===== config.mk =====
export PLATFORM = sky130hd
export DESIGN_NAME = mem_rq_arbiter
export DESIGN_NICKNAME = d
export VERILOG_FILES = /design/src/rtl/mem_rq_arbiter_pkg.sv /design/src/rtl/mem_rq_prio.sv /design/src/rtl/mem_rq_arbiter.sv
export SDC_FILE = /design/constraint.sdc
export NUM_CORES = 1
export LEC_CHECK = 0
export ABC_AREA = 1
export CAP_MARGIN = 30
export CORE_ASPECT_RATIO = 1.4
export CORE_MARGIN = 2
export CORE_UTILIZATION = 41
export DETAILED_ROUTE_END_ITERATION = 8
export GPL_TIMING_DRIVEN = 0
export PLACE_DENSITY = 0.86
export SLEW_MARGIN = 20
export SYNTH_ARGS = -nofsm -noshare
export SYNTH_HDL_FRONTEND = slang
export SYNTH_SLANG_ARGS = --single-unit

===== constraint.sdc =====
create_clock -name clk -period 3.3 [get_ports clk]
set_input_delay 0.825 -clock clk [delete_from_list [all_inputs] [get_ports clk]]
set_output_delay 0.825 -clock clk [all_outputs]
set_load 0.05 [all_outputs]

===== src/rtl/mem_rq_arbiter_pkg.sv =====
// Shared encodings for the memory request arbiter: FSM states, owner,
// command and width codes.
package mem_rq_arbiter_pkg;

    typedef enum logic [1:0] {
        IDLE  = 2'd0,
        ISSUE = 2'd1,
        WAIT  = 2'd2
    } state_e;

    localparam logic OWNER_FE = 1'b0;
    localparam logic OWNER_EX = 1'b1;

    localparam logic CMD_RD = 1'b0;
    localparam logic CMD_WR = 1'b1;

    localparam logic WIDTH_8  = 1'b0;
    localparam logic WIDTH_16 = 1'b1;

    // Wide enough for the largest allowed starvation limit (15).
    localparam int CNT_W = 4;

endpackage


===== src/rtl/mem_rq_prio.sv =====
// Grant selection between execute and fetch, with a saturating counter
// that lets fetch win after too many consecutive execute grants.
module mem_rq_prio
    import mem_rq_arbiter_pkg::*;
#(
    parameter int STARVE_MAX = 3
) (
    input  logic clk,
    input  logic a_rst,
    input  logic idle_i,
    input  logic ex_rq_i,
    input  logic fe_rq_i,
    output logic grant_ex_o,
    output logic grant_fe_o
);

    localparam logic [CNT_W-1:0] MaxCnt = CNT_W'(STARVE_MAX);

    logic [CNT_W-1:0] starve_cnt_q, starve_cnt_d;
    logic             starved;

    always_comb begin
        starved    = (starve_cnt_q == MaxCnt);
        grant_fe_o = idle_i & fe_rq_i & (~ex_rq_i | starved);
        grant_ex_o = idle_i & ex_rq_i & ~grant_fe_o;
    end

    // Only arbitration cycles touch the counter; a fetch gap resets the streak.
    always_comb begin
        starve_cnt_d = starve_cnt_q;
        if (idle_i) begin
            if (!fe_rq_i || grant_fe_o) begin
                starve_cnt_d = '0;
            end else if (grant_ex_o && !starved) begin
                starve_cnt_d = starve_cnt_q + 1'b1;
            end
        end
    end

    always_ff @(posedge clk or posedge a_rst) begin
        if (a_rst) begin
            starve_cnt_q <= '0;
        end else begin
            starve_cnt_q <= starve_cnt_d;
        end
    end

endmodule


===== src/rtl/mem_rq_arbiter.sv =====
// Shares one memory port between execute and fetch, running one
// transaction at a time through IDLE -> ISSUE -> (WAIT) -> IDLE.
module mem_rq_arbiter
    import mem_rq_arbiter_pkg::*;
#(
    parameter int AW         = 16,
    parameter int DW         = 16,
    parameter int STARVE_MAX = 3
) (
    input  logic          clk,
    input  logic          a_rst,
    input  logic          ex_rq,
    input  logic          ex_cmd,
    input  logic          ex_width,
    input  logic          ex_sched,
    input  logic [AW-1:0] ex_addr,
    input  logic [DW-1:0] ex_wdata,
    input  logic          fe_rq,
    input  logic [AW-1:0] fe_addr,
    output logic          stop,
    output logic          ex_done,
    output logic [DW-1:0] ex_rdata,
    output logic          fe_done,
    output logic [DW-1:0] fe_rdata,
    output logic          mem_req,
    output logic          mem_cmd,
    output logic          mem_width,
    output logic [AW-1:0] mem_addr,
    output logic [DW-1:0] mem_wdata,
    output logic [1:0]    mem_tag,
    input  logic          mem_ack,
    input  logic          mem_rvalid,
    input  logic [DW-1:0] mem_rdata
);

    state_e        state_q, state_d;
    logic          mem_req_q;
    logic          grant_ex, grant_fe;
    logic          owner_q, cmd_q, width_q, sched_q;
    logic [AW-1:0] addr_q;
    logic [DW-1:0] wdata_q;
    logic          done;

    mem_rq_prio #(
        .STARVE_MAX(STARVE_MAX)
    ) u_prio (
        .clk       (clk),
        .a_rst     (a_rst),
        .idle_i    (state_q == IDLE),
        .ex_rq_i   (ex_rq),
        .fe_rq_i   (fe_rq),
        .grant_ex_o(grant_ex),
        .grant_fe_o(grant_fe)
    );

    // mem_req is its own flop so the bus never sees a decode glitch.
    always_ff @(posedge clk or posedge a_rst) begin
        if (a_rst) begin
            state_q   <= IDLE;
            mem_req_q <= 1'b0;
        end else begin
            state_q   <= state_d;
            mem_req_q <= (state_d == ISSUE);
        end
    end

    always_comb begin
        state_d = state_q;
        case (state_q)
            IDLE:    if (grant_ex || grant_fe) state_d = ISSUE;
            ISSUE: begin
                if (mem_ack) begin
                    state_d = (cmd_q == CMD_WR || mem_rvalid) ? IDLE : WAIT;
                end
            end
            WAIT:    if (mem_rvalid) state_d = IDLE;
            default: state_d = IDLE;
        endcase
    end

    always_comb begin
        done = ((state_q == ISSUE) && mem_ack && (cmd_q == CMD_WR || mem_rvalid))
             || ((state_q == WAIT) && mem_rvalid);
        ex_done  = done && (owner_q == OWNER_EX);
        fe_done  = done && (owner_q == OWNER_FE);
        stop     = ex_rq & ~ex_done;
        ex_rdata = '0;
        if (ex_done && cmd_q == CMD_RD) begin
            ex_rdata = (width_q == WIDTH_16) ? mem_rdata
                                             : {{(DW-8){1'b0}}, mem_rdata[7:0]};
        end
        fe_rdata  = fe_done ? mem_rdata : '0;
        mem_req   = mem_req_q;
        mem_cmd   = cmd_q;
        mem_width = width_q;
        mem_addr  = addr_q;
        mem_wdata = wdata_q;
        mem_tag   = {owner_q, sched_q};
    end

    // Fetch is always a 16-bit read and carries no scheduler context.
    always_ff @(posedge clk or posedge a_rst) begin
        if (a_rst) begin
            owner_q <= OWNER_FE;
            cmd_q   <= CMD_RD;
            width_q <= WIDTH_8;
            sched_q <= 1'b0;
            addr_q  <= '0;
            wdata_q <= '0;
        end else if (grant_fe) begin
            owner_q <= OWNER_FE;
            cmd_q   <= CMD_RD;
            width_q <= WIDTH_16;
            sched_q <= 1'b0;
            addr_q  <= fe_addr;
            wdata_q <= '0;
        end else if (grant_ex) begin
            owner_q <= OWNER_EX;
            cmd_q   <= ex_cmd;
            width_q <= ex_width;
            sched_q <= ex_sched;
            addr_q  <= ex_addr;
            wdata_q <= ex_wdata;
        end
    end

endmodule


# Word level (Yosys, flattened, before mapping)
# Index checks and enable logic that the tools add are counted.
[word_totals]
ff_bits = 43
input_bits = 73
output_inout_bits = 72
wordCells = 64
[op_classes]
add_sub_neg = 1
n_eq_ne = 4
muxes = 22
bitwise = 11
reduce_logical = 17
[ops]
columns = ["op", "count"]
rows = [
  ["16-bit 2-to-1 mux", 7],
  ["1-bit 2-to-1 mux", 8],
  ["2-bit 2-to-1 mux", 4],
  ["4-bit 2-to-1 mux", 2],
  ["1-bit logical AND", 7],
  ["2-bit one-hot mux with 3 select lines", 1],
  ["1-bit bitwise AND", 5],
  ["1-bit NOT", 5],
  ["4-bit by 1-bit adder with 4-bit output (second input constant)", 1],
  ["2-bit by 1-bit equality test with 1-bit output (second input constant)", 2],
  ["4-bit by 2-bit equality test with 1-bit output (second input constant)", 1],
  ["1-bit logical OR", 4],
  ["2-bit nonzero test", 2],
  ["2-bit equality test (second input constant)", 1],
  ["1-bit logical NOT", 2],
  ["2-bit logical NOT", 1],
  ["2-bit AND reduction", 1],
  ["1-bit bitwise OR", 1],
]

# Logic depth before layout (Yosys ltp)
[logic_depth]
depth_word = 9
depth_mapped = 8
mapped_depth_nobuf = 7

# By module
# A second synthesis with hierarchy kept.
[hier_totals]
cells_unflattened = 254
hier_area_um2 = 2170.8
[modules_own_cells]
columns = ["module", "n_inst", "cells_each", "area_each_um2", "seq_area_each_um2"]
rows = [
  ["mem_rq_arbiter", 1, 223, 1941.9, 975.9],
  ["mem_rq_prio", 1, 31, 229.0, 100.1],
]

# Worst setup path after synthesis
# Ideal clock, no wire load.
[synth_path]
path_type = "input-to-output"
startpoint = "in mem_rvalid"
endpoint = "out ex_rdata[0]"
t_arrival_ns = 2.143
t_required_ns = 2.475
slack_ns = 0.332
cell_stages = 6
n_path_buf = 0
cell_sequence = "nand3_1 nand2_2 nand2_2 nor2_4 nand2_4 nor2_1"
[synth_between]
elab_chain_len = 6
word_cells_on_any_way = 7
cone_classes = "mux: 1; reduce/logical: 6"
[synth_rtl]
columns = ["item", "line", "source"]
rows = [
  ["start: declaration", "mem_rq_arbiter.sv:32", "input logic mem_rvalid,"],
  ["1-bit logical OR", "mem_rq_arbiter.sv:82", "done = ((state_q == ISSUE) && mem_ack && (cmd_q == CMD_WR || mem_rvalid))"],
  ["1-bit logical AND", "mem_rq_arbiter.sv:82", ""],
  ["1-bit logical OR (*)", "mem_rq_arbiter.sv:83", "|| ((state_q == WAIT) && mem_rvalid);"],
  ["1-bit logical AND (*)", "mem_rq_arbiter.sv:84", "ex_done = done && (owner_q == OWNER_EX);"],
  ["net ex_done", "mem_rq_arbiter.sv:21", "output logic ex_done,"],
  ["1-bit logical AND (*)", "mem_rq_arbiter.sv:88", "if (ex_done && cmd_q == CMD_RD) begin"],
  ["16-bit 2-to-1 mux (*)", "mem_rq_arbiter.sv:88", ""],
  ["end: declaration", "mem_rq_arbiter.sv:22", "output logic [DW-1:0] ex_rdata,"],
]
# Mark *: on every way through the listed nets, which the timed path passes. The rest lies on a longest branch.

# Worst setup path in the final report
[layout_path]
startpoint = "in mem_rvalid"
endpoint = "out fe_done"
[layout_between]
elab_chain_len = 4
word_cells_on_any_way = 5
cone_classes = "reduce/logical: 5"
[layout_rtl]
columns = ["item", "line", "source"]
rows = [
  ["1-bit logical OR", "mem_rq_arbiter.sv:82", ""],
  ["1-bit logical AND", "mem_rq_arbiter.sv:82", ""],
  ["1-bit logical OR (*)", "mem_rq_arbiter.sv:83", ""],
  ["1-bit logical AND (*)", "mem_rq_arbiter.sv:85", "fe_done = done && (owner_q == OWNER_FE);"],
  ["end: declaration", "mem_rq_arbiter.sv:23", "output logic fe_done,"],
]
# Mark *: on every way between the ends. The rest lies on a longest branch, timed or not.

==> key figures <==
Run status
  • Status: finished clean

Pwr
  • Clk pwr share: 8.9%
  • Sequential share of power: around a quarter
  • P_leak: just over 2 nW
  • Switching power: 1.96 mW
  • Max rail drop VDD: slightly below 0.5 mV
  • Pwr Total: 3.64 mW
  • P_int: 1.68 mW
  • Net Sw Frac: 53.8%
  • Combinational share of power: 66.2%
  • PwrDens: 917 nW/µm²

Route
  • Antenna-violating nets left: 0
  • Routed WL: 7160 µm
  • Wirelength per Cell: 13.2 µm
  • Drt pass-1 iters: 4
  • Via count: 2570
  • Vias/cell: about 4.7
  • DRC violations left: 0
  • Drt first-iter violations: 73

CTS
  • Maximum clock insertion buffer count: 2
  • CTS Root Cell: clkbuf_8
  • Count of hold-fix buffers inserted at cts: 0
  • Htree depth: 2
  • Worst-path clk slew: roughly 0.080 ns
  • CTS tree: yes
  • Number of buffers created by CTS: 5
  • Postcts setup bufs: 0
  • Clk sinks: 43
  • Clock Latency Late Sink: 0.29 ns

Synthesis
  • Syn Nets: between 300 and 400
  • Synth Area in Adders: less than 1%
  • Area share of and/or/nand/nor cells after synthesis: approximately 37%
  • Post-Syn Instances: roughly 320
  • Multiplexer share of the synthesized area: 0%
  • Seq/Total Area, Yosys: 43.7%
  • Largest family of logic cells by synthesized area: simple AND/OR/NAND/NOR gates
  • Mean Syn Cell Area: 7.73 µm²
  • Library cells used by synthesis: 26
  • Synth warn: 0
  • Post-Syn Area: 2460 µm²
  • Synth Area in Compound Gates: around 6.7%
  • Post-Synth XOR/XNOR Area: 0.711%
  • Register bit total from synthesis: 43

Placed design
  • HPWL Detailed: 5620 µm
  • Port Buffer Count: between 100 and 150
  • RePlAce Congestion: ~0.8

Finish
  • Net count, final: 545
  • Area Overhead vs Synth: 60.9%
  • N_diodes: 0
  • Filler Cell Count: 520
  • Share of layout cells above drive strength 1: between 10% and 20%

Floorplan
  • Core area: 5820 µm²
  • Standard-cell rows: 33
  • Die Span X: slightly below 70 µm
  • Die Y: 95.7 µm
  • DIE AREA: 6660 µm²
  • Ports: 145
  • Effective utilization at floorplan: 42.3%

STA
  • Fin crit share: 98.0%
  • Worst slew pin tran: 0.555 ns
  • Clk_skew: 0.00419 ns
  • Slew headroom: between 60% and 70%
  • Final hold violation count: 0
  • Setup Total Neg Slack: 0 ns
  • Setup Viol. Count Final: 0
  • Tmin final: 3.23 ns
  • Fmax achieved: 309 MHz
  • Unrepaired setup endpoints after global routing: false
  • Max Transition Viols Final: 0

Worst setup path
  • Critical path arrival: 2.41 ns
  • Kind of critical path: input port to output pin
  • Startpoint type of the worst setup path: input port
  • CP max FO: 10
  • CP Capture Type: output pin
  • Data required, critical path: 2.47 ns

Hold path
  • Worst hold path type: flip-flop to flip-flop

Global routing
  • Total grt overflow: 0
  • Total track usage: 22.0%
  • Antenna violations before repair: 0
  • Vias in the first global route: 2607
  • Largest net degree at the start of global routing: 34
  • First-pass GRT wire length: 11800 µm

Run
  • Max-cap violations: 0
worst max-delay path: stages:
cell and delay, ns:
clkdlybuf4s50_1 0.47, or2_2 0.35, nand3_2 0.16, clkbuf_4 0.23, inv_1 0.05, clkdlybuf4s15_2 0.32
cell usage in the layout (no fill, tap or decap), types with 2 or more instances in the layout:
cell             count
nand2_4              4
o21ai_2             12
nand4_1              2
nor2_4               4
buf_2               26
clkinv_2             3
o31ai_1              2
dlygate4sd2_1        9
nor2_1              31
inv_1               38
inv_2                5
clkdlybuf4s50_1    109
dfrtp_1             43
nand3_1             21
nand2_2              3
buf_6                4
buf_4                3
clkbuf_2             6
nand3b_1            16
nand2_1             99
nor2_2               8
clkbuf_8             5
o21ai_0              8
state kept, by name, summed over array words and instances, names as in the netlist:
name and count:
mem_wdata 16, mem_req 1, u_prio.starve_cnt_q 4, mem_width 1
state_q 2, owner_q 1, mem_cmd 1, mem_addr 16
sched_q 1
synth_stat cells:
master | number | area (µm²)
a21oi_1 | 1 | 5.00
buf_2 | 8 | 40.0
buf_4 | 3 | 22.5
buf_6 | 4 | 45.0
clkbuf_1 | 1 | 3.75
dfrtp_1 | 43 | 1080
ha_1 | 1 | 12.5
inv_1 | 39 | 146
inv_2 | 4 | 15.0
nand2_1 | 99 | 372
nand2_2 | 3 | 18.8
nand2_4 | 4 | 45.0
nand3_1 | 21 | 105
nand3_2 | 1 | 10.0
nand3b_1 | 16 | 120
nand4_1 | 2 | 12.5
nor2_1 | 31 | 116
nor2_2 | 8 | 50.1
nor2_4 | 4 | 45.0
nor2_8 | 1 | 20.0
o21ai_0 | 8 | 40.0
o21ai_2 | 12 | 105
o31ai_1 | 2 | 15.0
or2_2 | 1 | 6.26
xnor2_1 | 1 | 8.76
xor2_1 | 1 | 8.76
power by group through the flow:
stage / sequential [mW] / clock, mW / combinational [mW]
finish: 0.906 / 0.324 / 2.41
CTS: 0.909 / 0.333 / 2.45
floorplan: 1.64 / 0 / 0.919
global placement: 0.909 / 0 / 2.42
detailed placement: 0.914 / 0 / 2.46
global route: 0.937 / 0.356 / 2.56
worst paths after layout:
path,slack (ns),endpoint,start,depth (start not counted)
setup reg to reg,1.77,mem_addr[4],u_prio.starve_cnt_q[0],8
hold reg to reg,0.48,mem_addr[11],mem_addr[11],2
hold / removal,0.48,mem_addr[11],mem_addr[11],2
max in group asynchronous,2.07,owner_q,a_rst,3
min in group asynchronous,0.78,mem_wdata[4],a_rst,2
setup / recovery,0.07,fe_done,mem_rvalid,6
metrics by stage:
| stage | utilization (%) | cell area, µm² | setup slack (ns) | hold WS (ns) | cells |
|---|---|---|---|---|---|
| floorplan | - | 2460 | 0.332 | 0.450 | 319 |
| global placement | 68.6 | 3990 | -0.407 | 0.462 | 533 |
| detailed placement | 68.9 | 4010 | -0.447 | 0.464 | 534 |
| CTS | 70.4 | 4100 | 0.0115 | 0.486 | 542 |
| global route | 68.1 | 3970 | 0.00164 | 0.506 | 542 |
| finish | 68.1 | 3970 | 0.0661 | 0.484 | 542 |
final cells by class:
cell class | instances | area (µm²) | area share [%]
buffer | 16 | 114 | 2.87
timing repair buffer | 145 | 1330 | 33.4
sequential | 43 | 1080 | 27.1
clock buffer | 5 | 68.8 | 1.74
multi-input combinational | 217 | 1120 | 28.1
tap | 70 | 87.6 | 2.21
clock inverter | 3 | 15.0 | 0.379
inverter | 43 | 161 | 4.07
cell families after synthesis:
kind of cell / Yosys count
adders and majority gates: 1
DFF: 43
xor gates and xnor gates: 2
and+or+nand+nor: 191
buffers and inverters: 59
AOI/OAI and AO/OA: 23
routing by layer:
layer  wire length [µm]  share of wire [%]  global-route usage, %  up-vias
li1                   -                  -                      -     1278
met1               2680                 37                   23.3     1178
met2               3870                 54                   42.2      106
met3                490                6.8                   5.03        8
met4                124                1.7                   8.82        0
met5                  0                  0                      0        -
repair_timing:
item                                    4_1_cts  5_1_grt
endpoints found under the setup margin       35       25
gates resized for setup                      78       48
cloned                                        0        0
Note: power is estimated with default switching activity, not from simulation.
